<file path="src/rtl/axi_rd_arb.sv">
// -----------------------------------------------------------------------------
// axi_rd_arb
//
// Shares one AXI read master port (AR + R channels) between MST_NUM in-order
// read requesters. The AR channel arbitrates the requesters and registers the
// winner toward the slave. The index of every granted requester is pushed into
// an order FIFO. R beats are then steered to the requester at the FIFO head.
// The slave is assumed to return reads in AR order.
//
// Optional build macro:
//   AXI_RD_ARB_RR_EN  defined   -> round-robin arbitration
//                     undefined -> fixed priority (lowest index wins)
//
// Ports:
//   clk        in   clock
//   rst_n      in   asynchronous active-low reset
//   m_arvalid  in   [MST_NUM]           per-requester AR valid
//   m_arready  out  [MST_NUM]           per-requester AR ready (one-hot or 0)
//   m_arpld    in   [MST_NUM*AR_PLD_W]  per-requester AR payload, slice i = req i
//   m_rvalid   out  [MST_NUM]           per-requester R valid (one-hot or 0)
//   m_rready   in   [MST_NUM]           per-requester R ready
//   m_rpld     out  [R_PLD_W]           R payload broadcast to all requesters
//   s_arvalid  out                      AR valid to slave
//   s_arready  in                       AR ready from slave
//   s_arpld    out  [AR_PLD_W]          AR payload {id,addr,len,size,burst}
//   s_rvalid   in                       R valid from slave
//   s_rready   out                      R ready to slave
//   s_rpld     in   [R_PLD_W]           R payload {id,data,resp,last}
//   ost_cnt    out  [OST_W+1]           outstanding (granted, no rlast yet)
//   rsp_err    out                      sticky: R beat with nothing outstanding
//
// AR FSM:
//   state | meaning
//   IDLE  | no request toward slave; a requester may be granted and captured
//   REQ   | captured request presented on s_ar*, waiting for s_arready
// -----------------------------------------------------------------------------

`ifndef AXI_ID_WIDTH
`define AXI_ID_WIDTH 4
`endif
`ifndef AXI_ADDR_WIDTH
`define AXI_ADDR_WIDTH 32
`endif
`ifndef AXI_LEN_WIDTH
`define AXI_LEN_WIDTH 8
`endif
`ifndef AXI_SIZE_WIDTH
`define AXI_SIZE_WIDTH 3
`endif
`ifndef AXI_BURST_WIDTH
`define AXI_BURST_WIDTH 2
`endif
`ifndef AXI_DATA_WIDTH
`define AXI_DATA_WIDTH 32
`endif
`ifndef AXI_RESP_WIDTH
`define AXI_RESP_WIDTH 2
`endif

module axi_rd_arb #(
    parameter int MST_NUM  = 2,
    parameter int MST_W    = 1,
    parameter int OST_NUM  = 8,
    parameter int OST_W    = 3,
    parameter int AR_PLD_W = `AXI_ID_WIDTH + `AXI_ADDR_WIDTH + `AXI_LEN_WIDTH
                           + `AXI_SIZE_WIDTH + `AXI_BURST_WIDTH,
    parameter int R_PLD_W  = `AXI_ID_WIDTH + `AXI_DATA_WIDTH + `AXI_RESP_WIDTH + 1
) (
    input  logic                         clk,
    input  logic                         rst_n,
    input  logic [MST_NUM-1:0]           m_arvalid,
    output logic [MST_NUM-1:0]           m_arready,
    input  logic [MST_NUM*AR_PLD_W-1:0]  m_arpld,
    output logic [MST_NUM-1:0]           m_rvalid,
    input  logic [MST_NUM-1:0]           m_rready,
    output logic [R_PLD_W-1:0]           m_rpld,
    output logic                         s_arvalid,
    input  logic                         s_arready,
    output logic [AR_PLD_W-1:0]          s_arpld,
    input  logic                         s_rvalid,
    output logic                         s_rready,
    input  logic [R_PLD_W-1:0]           s_rpld,
    output logic [OST_W:0]               ost_cnt,
    output logic                         rsp_err
);

    typedef enum logic {
        IDLE = 1'b0,
        REQ  = 1'b1
    } state_t;

    state_t                state_q, state_d;

    logic [MST_W-1:0]      fifo_mem [OST_NUM];
    logic [OST_W-1:0]      wr_ptr, rd_ptr;
    logic [OST_W:0]        cnt_q;
    logic                  fifo_empty, fifo_full;

    logic                  any_req;
    logic                  capture;
    logic                  pop;
    logic                  r_last;
    logic [MST_W-1:0]      grant_idx;
    logic [MST_W-1:0]      head_idx;
    logic [AR_PLD_W-1:0]   ar_pld_q;
    logic                  err_q;

    // The counter tracks FIFO occupancy exactly (push on capture, pop on
    // rlast), so it doubles as the empty/full indication.
    assign fifo_empty = (cnt_q == '0);
    assign fifo_full  = (cnt_q == (OST_W+1)'(OST_NUM));
    assign any_req    = |m_arvalid;
    assign head_idx   = fifo_mem[rd_ptr];
    assign r_last     = s_rpld[0];

    // ------------------------------------------------------------------
    // Arbiter
    // ------------------------------------------------------------------
`ifdef AXI_RD_ARB_RR_EN
    logic [MST_W-1:0] rr_ptr;

    // Pick the valid requester with the smallest rotational distance from
    // the round-robin pointer.
    always_comb begin
        int best;
        int dist;
        grant_idx = '0;
        best      = MST_NUM;
        dist      = 0;
        for (int i = 0; i < MST_NUM; i++) begin
            dist = (i - int'(rr_ptr) + MST_NUM) % MST_NUM;
            if (m_arvalid[i] && (dist < best)) begin
                best      = dist;
                grant_idx = MST_W'(i);
            end
        end
    end

    always_ff @(posedge clk or negedge rst_n) begin
        if (!rst_n) begin
            rr_ptr <= '0;
        end else if (capture) begin
            rr_ptr <= (grant_idx == MST_W'(MST_NUM - 1)) ? '0 : grant_idx + 1'b1;
        end
    end
`else
    always_comb begin
        grant_idx = '0;
        for (int i = MST_NUM - 1; i >= 0; i--) begin
            if (m_arvalid[i]) begin
                grant_idx = MST_W'(i);
            end
        end
    end
`endif

    // ------------------------------------------------------------------
    // AR FSM
    // ------------------------------------------------------------------
    always_ff @(posedge clk or negedge rst_n) begin
        if (!rst_n) begin
            state_q <= IDLE;
        end else begin
            state_q <= state_d;
        end
    end

    // Full uses the registered count, so a pop in the same cycle does not
    // open the gate until the following cycle. rst_n gates the ready so that
    // a requester never sees a handshake while the block is held in reset.
    always_comb begin
        state_d   = state_q;
        capture   = 1'b0;
        m_arready = '0;
        case (state_q)
            IDLE: begin
                if (rst_n && any_req && !fifo_full) begin
                    capture              = 1'b1;
                    m_arready[grant_idx] = 1'b1;
                    state_d              = REQ;
                end
            end
            REQ: begin
                if (s_arready) begin
                    state_d = IDLE;
                end
            end
            default: state_d = IDLE;
        endcase
    end

    always_ff @(posedge clk or negedge rst_n) begin
        if (!rst_n) begin
            ar_pld_q <= '0;
        end else if (capture) begin
            ar_pld_q <= m_arpld[int'(grant_idx)*AR_PLD_W +: AR_PLD_W];
        end
    end

    assign s_arvalid = (state_q == REQ);
    assign s_arpld   = ar_pld_q;

    // ------------------------------------------------------------------
    // Order FIFO
    // ------------------------------------------------------------------
    // Storage is not reset; entries are only read while the FIFO is non-empty.
    always_ff @(posedge clk) begin
        if (capture) begin
            fifo_mem[wr_ptr] <= grant_idx;
        end
    end

    always_ff @(posedge clk or negedge rst_n) begin
        if (!rst_n) begin
            wr_ptr <= '0;
            rd_ptr <= '0;
        end else begin
            if (capture) begin
                wr_ptr <= (wr_ptr == OST_W'(OST_NUM - 1)) ? '0 : wr_ptr + 1'b1;
            end
            if (pop) begin
                rd_ptr <= (rd_ptr == OST_W'(OST_NUM - 1)) ? '0 : rd_ptr + 1'b1;
            end
        end
    end

    always_ff @(posedge clk or negedge rst_n) begin
        if (!rst_n) begin
            cnt_q <= '0;
        end else begin
            case ({capture, pop})
                2'b10:   cnt_q <= cnt_q + 1'b1;
                2'b01:   cnt_q <= cnt_q - 1'b1;
                default: cnt_q <= cnt_q;
            endcase
        end
    end

    assign ost_cnt = cnt_q;

    // ------------------------------------------------------------------
    // R routing
    // ------------------------------------------------------------------
    always_comb begin
        m_rvalid = '0;
        s_rready = 1'b0;
        if (!fifo_empty) begin
            m_rvalid[head_idx] = s_rvalid;
            s_rready           = m_rready[head_idx];
        end
    end

    assign m_rpld = s_rpld;
    assign pop    = s_rvalid & s_rready & r_last;

    // A beat with nothing outstanding is never accepted; flag it until reset.
    always_ff @(posedge clk or negedge rst_n) begin
        if (!rst_n) begin
            err_q <= 1'b0;
        end else if (s_rvalid && fifo_empty) begin
            err_q <= 1'b1;
        end
    end

    assign rsp_err = err_q;

endmodule

</file>
<file path="config.mk">
export PLATFORM = sky130hd
export DESIGN_NAME = axi_rd_arb
export DESIGN_NICKNAME = d
export VERILOG_FILES = /design/src/rtl/axi_rd_arb.sv
export SDC_FILE = /design/constraint.sdc
export NUM_CORES = 1
export LEC_CHECK = 0
export CAP_MARGIN = 15
export CORE_ASPECT_RATIO = 1.5
export CORE_UTILIZATION = 36
export DETAILED_ROUTE_END_ITERATION = 16
export PLACE_DENSITY = 0.87
export SYNTH_ARGS = -nofsm -noshare
export SYNTH_HDL_FRONTEND = slang
export SYNTH_SLANG_ARGS = --single-unit
</file>
<file path="constraint.sdc">
create_clock -name clk -period 3.2 [get_ports clk]
set_input_delay 0.32 -clock clk [delete_from_list [all_inputs] [get_ports clk]]
set_output_delay 0.32 -clock clk [all_outputs]
set_load 0.03 [all_outputs]
</file>
==> out/qor.yml <==
root_buffer: "clkbuf_16"
synth_nets: 490
rsz0062_at_grt: "false"
die_y_um: 123.7
syn_inst: 337
antenna_found_initial: 0
cts_buffers: 9
end_kind: "register"
fin_worst_skew_ns: 0.006761
synth-edff-count: 8
slew_headroom_pct: 48.27
gp_congestion: 0.7698
grt_usage_pct: 16.65
dieArea_um2: 10290
antenna_cells: 0
drt_iter0_markers: 111
cp_max_fo: 5
fmaxAchievable_ghz: 0.3287
postCtsSetupRepairBufs: 0
grt_pass1_vias: 2972
vdd_ir_drop_max_v: 0.0005580
timing.hold.ws_ns: 0.2679
hpwl_um: 6357
drive_gt1_share_pct: 6.610
tns_ns: 0
postSynthAreaPerCell_um2: 10.55
synth.top_cell.area_share_pct: 42.93
finalHoldViolations: 0
ys_ff_latch: 69
cpLargestDelayFamily: "multiplexers"
core.rowCount: 44
crit-reg2reg-launch: "rd_ptr[0]"
setup_viol_count_final: 0
crit_required_ns: 3.41
synthToLayoutAreaGrowth_pct: 50.25
ys_warn_count: 0
outcome: "complete, no violations"
hold_class: "input pin to asynchronous set/reset pin"
nets: 617
path_buf_inv: 1
cp_slowest_cell: "mux4_1"
drt-pass1-iter-count: 3
p_per_area_nw_per_um2: 909.5
worst_slew_pin_slew_ns: 0.7760
drv_cap: 0
crit_path_start: "rd_ptr[0]"
numClockSinks: 69
period_share_pct: 95.06
port_buffers: 167
clockBufferDepth: 2
cpPeakStageDelay_ns: 0.58
h-tree-depth: 3
synth_top_area_cell: "dfrtp_1"
wl_per_cell_um: 14.34
synthTopCellsByCount: "dfrtp_1, nand2_1, mux2i_1"
ys_types: 31
design.core.area_um2: 9634
wirelength_um: 8372
ios: 244
viasPerCell: 4.793
multi_input_area_um2: 1416
path_clk_slew_ns: 0.06
yosys-top-cells-area: "dfrtp_1, mux2i_1, buf_4, edfxtp_1, nand2_1"
postCtsHoldBufs: 0
yosysSeqAreaShare_pct: 49.68
register_area_um2: 1768
synthFlopType: "dfrtp_1"
grt_pass1_wl_um: 13470
fin_crit_ns: 3.042
ant_nets: 0
start_util_pct: 36.91
synth_area_um2: 3556
arrival_ns: 3.25
crit_chain: "mux4_1 -> mux2i_2 -> mux2i_1 -> or3b_4 -> inv_2 -> ha_2 -> ha_1 -> a21o_1 -> a21oi_2 -> xnor2_1 -> nor2_1 -> xor2_1"
clock_latency_ns: 0.32
grt-ovfl-total: 0
grt_start_max_net_pins: 62
vias: 2799
criticalPathCategory: "register to register"
die_x_um: 83.15
leakagePower_nw: 2.257
drc: 0
cp-start-kind: "register"
synth_most_common_cell: "dfrtp_1"
synthArstFlopShare_pct: 88.41
nFillCells: 824
slew_viol_final: 0
cts_tree: "built"
==> power by group <==
part	total (mW)	switching, mW	internal (mW)
logic	2.38	1.32	1.06
clock network	0.948	0.350	0.598
registers	1.54	0.267	1.27
==> worst reg2reg max path, cell delays in order, from the launching register on <==
cell and delay, ns:
dfrtp_2 0.41, mux4_1 0.58, mux2i_2 0.21, mux2i_1 0.12, or3b_4 0.45, inv_2 0.06, ha_2 0.19, ha_1 0.24
a21o_1 0.19, a21oi_2 0.14, xnor2_1 0.12, nor2_1 0.06, xor2_1 0.14
==> timing repair <==
| item | 4_1_cts | 5_1_grt |
|---|---|---|
| endpoints found under the setup margin | 0 | 1 |
| gates resized for setup | 0 | 4 |
| endpoints found under the hold margin | 0 | 0 |
==> layout make-up <==
class                   instances  share of cell area, %
clock buffers                  11                  4.356
well taps                     115                  2.693
repair buffers                172                  31.90
clock inverters                 5                 0.9602
multi-input cells             205                  26.51
flip-flops and latches         69                  33.09
inverters                       7                 0.4918
==> layout by cell type, fill, tap and decap left out, drive strengths merged, types with 2 or more instances in the layout <==
master         count
nor2               6
o21ai             52
buf                6
xor2               2
ha                 7
clkinv             3
clkbuf            11
a21o               3
nand2             56
inv                7
mux4               2
dfrtp             61
edfxtp             8
xnor2              2
nor4               3
nor2b              3
nor3               5
clkdlybuf4s50    166
mux2               3
mux2i             52
==> layer usage <==
layer	wire, µm	track usage, %	vias to the layer above	part of all wire (%)
met5	0	0	-	0
met4	206	8.405	0	2.5
met3	584	5.567	29	7.0
met2	4526	30.53	112	54
met1	3055	16.88	1292	36
li1	-	-	1366	-
==> path summary, 6_finish.rpt <==
kind / endpoint / slack (ns) / cells past startpoint
min: s_arpld[7] / 0.27 / 2
min in group clk: rsp_err / 0.46 / 1
max reg2reg: ost_cnt[3] / 0.16 / 12
max in group asynchronous: rd_ptr[0] / 2.39 / 2
min reg2reg: rsp_err / 0.46 / 1
max: ost_cnt[3] / 0.16 / 12
==> cell families (layout without fill, tap and decap cells) <==
group	after synthesis	after routing	synth area share, %
AND/OR/NAND/NOR	79	79	9.641
multiplexers	57	57	17.49
adder cells (fa/ha/maj)	8	8	3.026
buffers and inverters	63	195	10.77
AO/OA/AOI/OAI	57	57	8.409
flip-flops	69	69	49.68
XOR/XNOR	4	4	0.9854
==> stage by stage <==
step	util (%)	total power, mW	cell area [µm²]	cells	worst slack [ns]
floorplan	-	2.953	3556	337	0.2492
global placement	52.47	3.858	5055	568	0.1460
detailed placement	52.47	3.931	5055	568	0.05876
CTS	55.42	4.899	5339	584	0.06319
global route	55.45	5.149	5343	584	0.03646
finish	55.45	4.859	5343	584	0.1581
==> registers in the layout, indices dropped and copies added, names as in the netlist <==
signal / count
s_arpld: 49
wr_ptr: 3
rsp_err: 1
ost_cnt: 4
rd_ptr: 3
s_arvalid: 1
fifo_mem: 8
No activity file was read; power rests on OpenSTA's default activity.
